### config.mk
export PLATFORM = sky130hd
export DESIGN_NAME = div_32
export DESIGN_NICKNAME = d
export VERILOG_FILES = /design/src/rtl/div_32.sv
export SDC_FILE = /design/constraint.sdc
export NUM_CORES = 1
export LEC_CHECK = 0
export BUFFER_PORTS_ARGS = -buffer_cell sky130_fd_sc_hd__buf_2
export CAP_MARGIN = 20
export CORE_MARGIN = 3
export CORE_UTILIZATION = 30
export DETAILED_ROUTE_END_ITERATION = 7
export GPL_ROUTABILITY_DRIVEN = 0
export GPL_TIMING_DRIVEN = 0
export PLACE_DENSITY = 0.56
export SLEW_MARGIN = 0
export SYNTH_ARGS = -nofsm -noshare
export SYNTH_HDL_FRONTEND = slang
export SYNTH_SLANG_ARGS = --single-unit
### constraint.sdc
create_clock -name clock -period 7.6 [get_ports clock]
set_input_delay 0 -clock clock [delete_from_list [all_inputs] [get_ports clock]]
set_output_delay 0 -clock clock [all_outputs]
set_load 0.03 [all_outputs]
### src/rtl/div_32.sv
// rtl/div_32.sv - 32-bit signed non-restoring divider, 33-cycle latency
// Optional zero-divisor bypass and flag: define DIV_ZERO_DETECT_EN.

// 32-bit carry-lookahead adder: 4-bit lookahead groups, group carries chained.
module cla_32 (
  input  logic [31:0] i_a,
  input  logic [31:0] i_b,
  input  logic        i_cin,
  output logic [31:0] o_sum,
  output logic        o_cout
);

  // Per-group generate/propagate lookahead, group carry passed to the next group
  always_comb begin
    logic       cb;
    logic [3:0] g;
    logic [3:0] p;
    logic [4:0] c;
    cb    = i_cin;
    g     = '0;
    p     = '0;
    c     = '0;
    o_sum = '0;
    for (int k = 0; k < 8; k++) begin
      g    = i_a[4*k +: 4] & i_b[4*k +: 4];
      p    = i_a[4*k +: 4] ^ i_b[4*k +: 4];
      c[0] = cb;
      c[1] = g[0] | (p[0] & cb);
      c[2] = g[1] | (p[1] & g[0]) | (p[1] & p[0] & cb);
      c[3] = g[2] | (p[2] & g[1]) | (p[2] & p[1] & g[0]) | (p[2] & p[1] & p[0] & cb);
      c[4] = g[3] | (p[3] & g[2]) | (p[3] & p[2] & g[1]) | (p[3] & p[2] & p[1] & g[0])
           | (p[3] & p[2] & p[1] & p[0] & cb);
      o_sum[4*k +: 4] = p ^ c[3:0];
      cb = c[4];
    end
    o_cout = cb;
  end

endmodule

module div_32 (
  input  logic        clock,
  input  logic        clear,
  input  logic        start,
  input  logic [31:0] dividend,
  input  logic [31:0] divisor,
  output logic [31:0] quotient,
  output logic [31:0] remainder,
  output logic        busy,
  output logic        done,
  output logic        div_zero
);

  typedef enum logic [1:0] {S_IDLE, S_ITER, S_FIX, S_DONE} state_t;

  state_t      r_state;
  state_t      w_next;
  logic [32:0] r_a;
  logic [31:0] r_q;
  logic [31:0] r_m;
  logic [5:0]  r_cnt;
  logic        r_neg_q;
  logic        r_neg_r;
  logic        r_zero;
  logic [31:0] r_quot;
  logic [31:0] r_rem;
  logic        r_dz;

  logic        w_accept;
  logic        w_div_is_zero;
  logic [31:0] w_dvd_mag;
  logic [31:0] w_dvs_mag;
  logic [32:0] w_a_sh;
  logic [32:0] w_add_a;
  logic [32:0] w_add_b;
  logic        w_cin;
  logic [31:0] w_sum_lo;
  logic        w_cout;
  logic        w_sum_hi;
  logic [32:0] w_sum;
  logic [31:0] w_rem_mag;

`ifdef DIV_ZERO_DETECT_EN
  assign w_div_is_zero = (divisor == 32'd0);
`else
  assign w_div_is_zero = 1'b0;
`endif

  // A request is taken while idle or on the edge that ends the done cycle
  assign w_accept  = start && ((r_state == S_IDLE) || (r_state == S_DONE));

  // Magnitudes are unsigned, so 0x80000000 maps to 2^31 unchanged
  assign w_dvd_mag = dividend[31] ? (~dividend + 32'd1) : dividend;
  assign w_dvs_mag = divisor[31]  ? (~divisor  + 32'd1) : divisor;

  assign w_a_sh    = {r_a[31:0], r_q[31]};

  // Adder operand select: iterate (shifted A +/- M) or final correction (A + M)
  always_comb begin
    w_add_a = w_a_sh;
    w_add_b = {1'b0, r_m};
    w_cin   = 1'b0;
    if (r_state == S_FIX) begin
      w_add_a = r_a;
    end else if (!r_a[32]) begin
      w_add_b = ~{1'b0, r_m};
      w_cin   = 1'b1;
    end
  end

  cla_32 u_cla (
    .i_a    (w_add_a[31:0]),
    .i_b    (w_add_b[31:0]),
    .i_cin  (w_cin),
    .o_sum  (w_sum_lo),
    .o_cout (w_cout)
  );

  assign w_sum_hi  = w_add_a[32] ^ w_add_b[32] ^ w_cout;
  assign w_sum     = {w_sum_hi, w_sum_lo};
  assign w_rem_mag = r_a[32] ? w_sum_lo : r_a[31:0];

  // State register
  always_ff @(posedge clock) begin
    if (clear) r_state <= S_IDLE;
    else       r_state <= w_next;
  end

  // Next-state and status decode
  always_comb begin
    w_next = r_state;
    busy   = 1'b0;
    done   = 1'b0;
    case (r_state)
      S_IDLE: begin
        if (w_accept) w_next = w_div_is_zero ? S_FIX : S_ITER;
      end
      S_ITER: begin
        busy = 1'b1;
        if (r_cnt == 6'd31) w_next = S_FIX;
      end
      S_FIX: begin
        busy   = 1'b1;
        w_next = S_DONE;
      end
      S_DONE: begin
        done = 1'b1;
        if (w_accept) w_next = w_div_is_zero ? S_FIX : S_ITER;
        else          w_next = S_IDLE;
      end
      default: w_next = S_IDLE;
    endcase
  end

  // Datapath: operand capture, shift/add-subtract iterations, sign fix-up
  always_ff @(posedge clock) begin
    if (clear) begin
      r_a     <= '0;
      r_q     <= '0;
      r_m     <= '0;
      r_cnt   <= '0;
      r_neg_q <= 1'b0;
      r_neg_r <= 1'b0;
      r_zero  <= 1'b0;
      r_quot  <= '0;
      r_rem   <= '0;
      r_dz    <= 1'b0;
    end else if (w_accept) begin
      r_a     <= '0;
      r_cnt   <= '0;
      r_m     <= w_dvs_mag;
      r_neg_q <= dividend[31] ^ divisor[31];
      r_neg_r <= dividend[31];
      r_zero  <= w_div_is_zero;
      // On the zero bypass Q carries the raw dividend straight to the remainder
      r_q     <= w_div_is_zero ? dividend : w_dvd_mag;
    end else if (r_state == S_ITER) begin
      r_a   <= w_sum;
      r_q   <= {r_q[30:0], ~w_sum[32]};
      r_cnt <= r_cnt + 6'd1;
    end else if (r_state == S_FIX) begin
      if (r_zero) begin
        r_quot <= 32'hFFFF_FFFF;
        r_rem  <= r_q;
        r_dz   <= 1'b1;
      end else begin
        r_quot <= r_neg_q ? (~r_q + 32'd1) : r_q;
        r_rem  <= r_neg_r ? (~w_rem_mag + 32'd1) : w_rem_mag;
        r_dz   <= 1'b0;
      end
    end
  end

  assign quotient  = r_quot;
  assign remainder = r_rem;
  assign div_zero  = r_dz;

endmodule
==> run summary <==
Startpoint Class -> register
Primary FF master, synth -> dfxtp_1
Worst path most repeated cell -> clkbuf_4
Initial Utilization -> 30.7%
LEAKAGE -> 0.00556 uW
FF+latch count, synth -> 171
Worst VDD drop -> 0.233 mV
Met2 WL post-DR -> 16900 um
Mapped Cells -> 1420
1st-pass router iterations -> 6
RR Startpoint -> r_a[32]$_SDFFE_PP0P_
Synth Area in Compound Gates -> 19.8%
Mapped Nets -> 1536
Fillers -> 3942
Core footprint -> 0.0381 sq mm
Critical path class -> register to register
Synthesized area -> 0.0117 sq mm
Number of global-route vias before repair -> 10584
Mux share of post-synthesis cell area -> 10.1%
I/O Pins -> 134
FMAX -> 138 MHz
RR Endpoint -> remainder[26]$_SDFFE_PP0P_
Max layer used -> met4
Async SR Flop Fraction -> 0%
Inserted Clock Buffers -> 17
IO buf count -> 131
Ant. Diodes -> 0
Status -> finished, violations left
Critical path endpoint category -> register
Gr ovfl total -> 0
Clock Sinks -> 171
Worst path slowest cell -> a2111o_1
Met3 WL -> 2040 um
Netlist cell types -> 77
EDFF count, synth -> 0
Fin Hold WS -> -9.82 ps
RSZ-0062 raised after global routing -> true
Root buffer cell -> clkbuf_16
Worst path top cell family by delay -> simple AND/OR/NAND/NOR gates
Final setup viols -> 0
Crit path max fanout -> 10
Die Y -> 204 um
Largest family of logic cells by synthesized area -> compound AO/OA/AOI/OAI gates
Placed cell count -> 2062
Avg WL per Cell -> 17.7 um
Clock Latency Late Sink -> 450 ps
Sequential area share after synthesis -> 29.2%
Post-synthesis simple-gate area fraction -> 18.3%
WP depth -> 28
CP arrival -> 7630 ps
First-pass GRT wire length -> 59900 um
Fin. max-slew vios -> 0
Measured slew at the worst slew-check pin -> 1010 ps
Non-filler cells, final -> 2156
Via count -> 11143
Post-synthesis adder-cell area fraction -> 5.74%
Antenna violations before repair -> 0
TritonCTS clock tree -> done
Overall global routing resource usage -> 18.1%
Period Utilization, post-route -> 95.6%
Fraction of layout cells with a size suffix above 1 -> 15.0%
Syn_area_per_cell -> 8.25 sq um
# rows -> 71
Final hold violation count -> 1
Yosys warns -> 0
Pin count of the biggest net entering global routing -> 17
Worst hold-check path type -> input pin to register
Vias/cell -> 5.17
Slew margin rel. -> 32.9%
Chip width -> 204 um
R2R Setup Slk -> 340 ps
CP startpoint -> r_a[32]$_SDFFE_PP0P_
Post-Route WL -> 38200 um
Xor/xnor share of the synthesized area -> 12.7%
WL met1 -> 18500 um
Data required time of the critical path -> 7970 ps
Minimum clock period -> 7260 ps
Post-DP HPWL -> 29700 um
Fin nets -> 1748
DRC -> 0
Worst R2R Path Depth -> 28
P&R area growth vs syn -> 22.2%
Crit path buf inv count -> 9
Clk_skew -> 14.6 ps
Pwr dens -> 517 mW/mm^2
Max Cap Viol -> 0
Failing checks -> negative hold slack
Worst Setup EP -> remainder[26]$_SDFFE_PP0P_
Iteration-0 DRC Markers -> 817
CTS HTree Levels -> 4
Setup TNS -> 0 ps
Buffer depth of the longest clock path -> 2
DRT antenna net count -> 0
Clock slew at reported path FFs -> 70 ps
Die area -> 0.0415 sq mm
Worst path max stage delay -> 470 ps
==> cell families after synthesis <==
logic type | count (synthesis)
adder cells (fa/ha/maj) | 49
XOR/XNOR | 170
AO/OA/AOI/OAI | 336
buffers and inverters | 126
other | 1
multiplexers | 113
flip-flops | 171
AND/OR/NAND/NOR | 454
==> final cells by class <==
type                    count  area, sq um  share of cell area [%]
multi-input cells        1123         7860                    54.9
flip-flops and latches    171         3420                    23.9
repair buffers            193         1270                    8.88
well taps                 511          639                    4.46
clock buffers              19          443                    3.09
plain buffers              90          373                    2.60
clock inverters            13          176                    1.23
inverters                  36          135                   0.944
==> layer usage <==
layer  vias to the layer above  track usage, %
met5                         -               0
met4                         0            4.92
met3                        52            2.81
met2                       317            28.2
met1                      5219            26.0
li1                       5555               -
==> Yosys cell counts (7+ instances only) <==
cell / instances / area share [%]
a211oi_1: 109 / 7.0
a21o_1: 7 / 0.45
a21oi_1: 58 / 2.5
a31oi_1: 9 / 0.48
buf_1: 19 / 0.61
clkbuf_1: 66 / 2.1
dfxtp_1: 171 / 29
fa_1: 8 / 1.4
ha_1: 41 / 4.4
inv_1: 34 / 1.1
mux2_2: 39 / 3.7
mux2i_1: 74 / 6.3
nand2_1: 91 / 2.9
nand2b_1: 9 / 0.48
nand3_1: 19 / 0.81
nand4_1: 15 / 0.80
nor2_1: 207 / 6.6
nor2b_1: 10 / 0.53
nor3_1: 14 / 0.60
nor4_1: 15 / 0.80
o211ai_1: 8 / 0.51
o21ai_0: 53 / 2.3
o31ai_1: 29 / 1.9
o41ai_1: 16 / 1.2
or2_2: 11 / 0.59
or3_1: 20 / 1.1
or4_1: 13 / 0.83
xnor2_1: 66 / 4.9
xor2_1: 104 / 7.8
==> through the flow <==
step	instance area (sq um)	total power, uW	util (%)	setup WS (ps)
final	14300	7400	37.6	336
after global routing	14300	8010	37.6	-55.4
after CTS	14300	7280	37.4	43.1
after detailed placement	13000	6240	34.1	-1210
after global placement	13000	6180	34.1	-1190
after floorplan	11700	5020	-	547
==> power by group <==
group	internal [uW]	total (uW)	switching, uW
sequential	1170	1430	257
clock	536	954	418
combinational	1910	5020	3110
total	3620	7400	3780
==> worst min-delay path by stage <==
stage / startpoint / endpoint / slack (ps) / depth (start not counted)
floorplan: divisor[0] / r_m[0]$_SDFFE_PP0P_ / 140 / 2
global placement: divisor[0] / r_m[0]$_SDFFE_PP0P_ / 300 / 3
detailed placement: divisor[0] / r_m[0]$_SDFFE_PP0P_ / 310 / 3
CTS: divisor[31] / r_m[31]$_SDFFE_PP0P_ / 0.7 / 5
global route: dividend[29] / r_q[29]$_SDFFE_PP0P_ / 7 / 3
finish: divisor[31] / r_m[31]$_SDFFE_PP0P_ / -10 / 5
==> cell usage in the layout (no fill, tap or decap), types with 53 or more instances in the layout <==
cell type | Yosys | final
a211oi_1 | 109 | 109
a21oi_1 | 58 | 58
buf_2 | 4 | 133
clkbuf_1 | 66 | 62
dfxtp_1 | 171 | 171
dlygate4sd3_1 | 0 | 60
mux2i_1 | 74 | 74
nand2_1 | 91 | 91
nor2_1 | 207 | 206
o21ai_0 | 53 | 53
xnor2_1 | 66 | 65
xor2_1 | 104 | 104
==> sequential cells by signal, indices dropped and copies added (netlist names) <==
register / cells
r_a: 33
quotient: 32
r_m: 32
r_q: 32
remainder: 32
r_cnt: 6
r_state: 2
r_neg_q: 1
r_neg_r: 1
==> timing repair <==
action / 4_1_cts / 5_1_grt
buffers inserted: 1 / 1
hold buffers: 60 / 0
endpoints found under the hold margin: 63 / 0
endpoints found under the setup margin: 22 / 15
pin swaps: 1 / 2
gates resized for setup: 11 / 17
==> tightest hold or removal path, delay by kind of cell <==
kind	cells	cell delay, ps
simple gates	3	160
compound gates	1	110
buf+inv	1	130
Note: power is estimated with default switching activity, not from simulation.
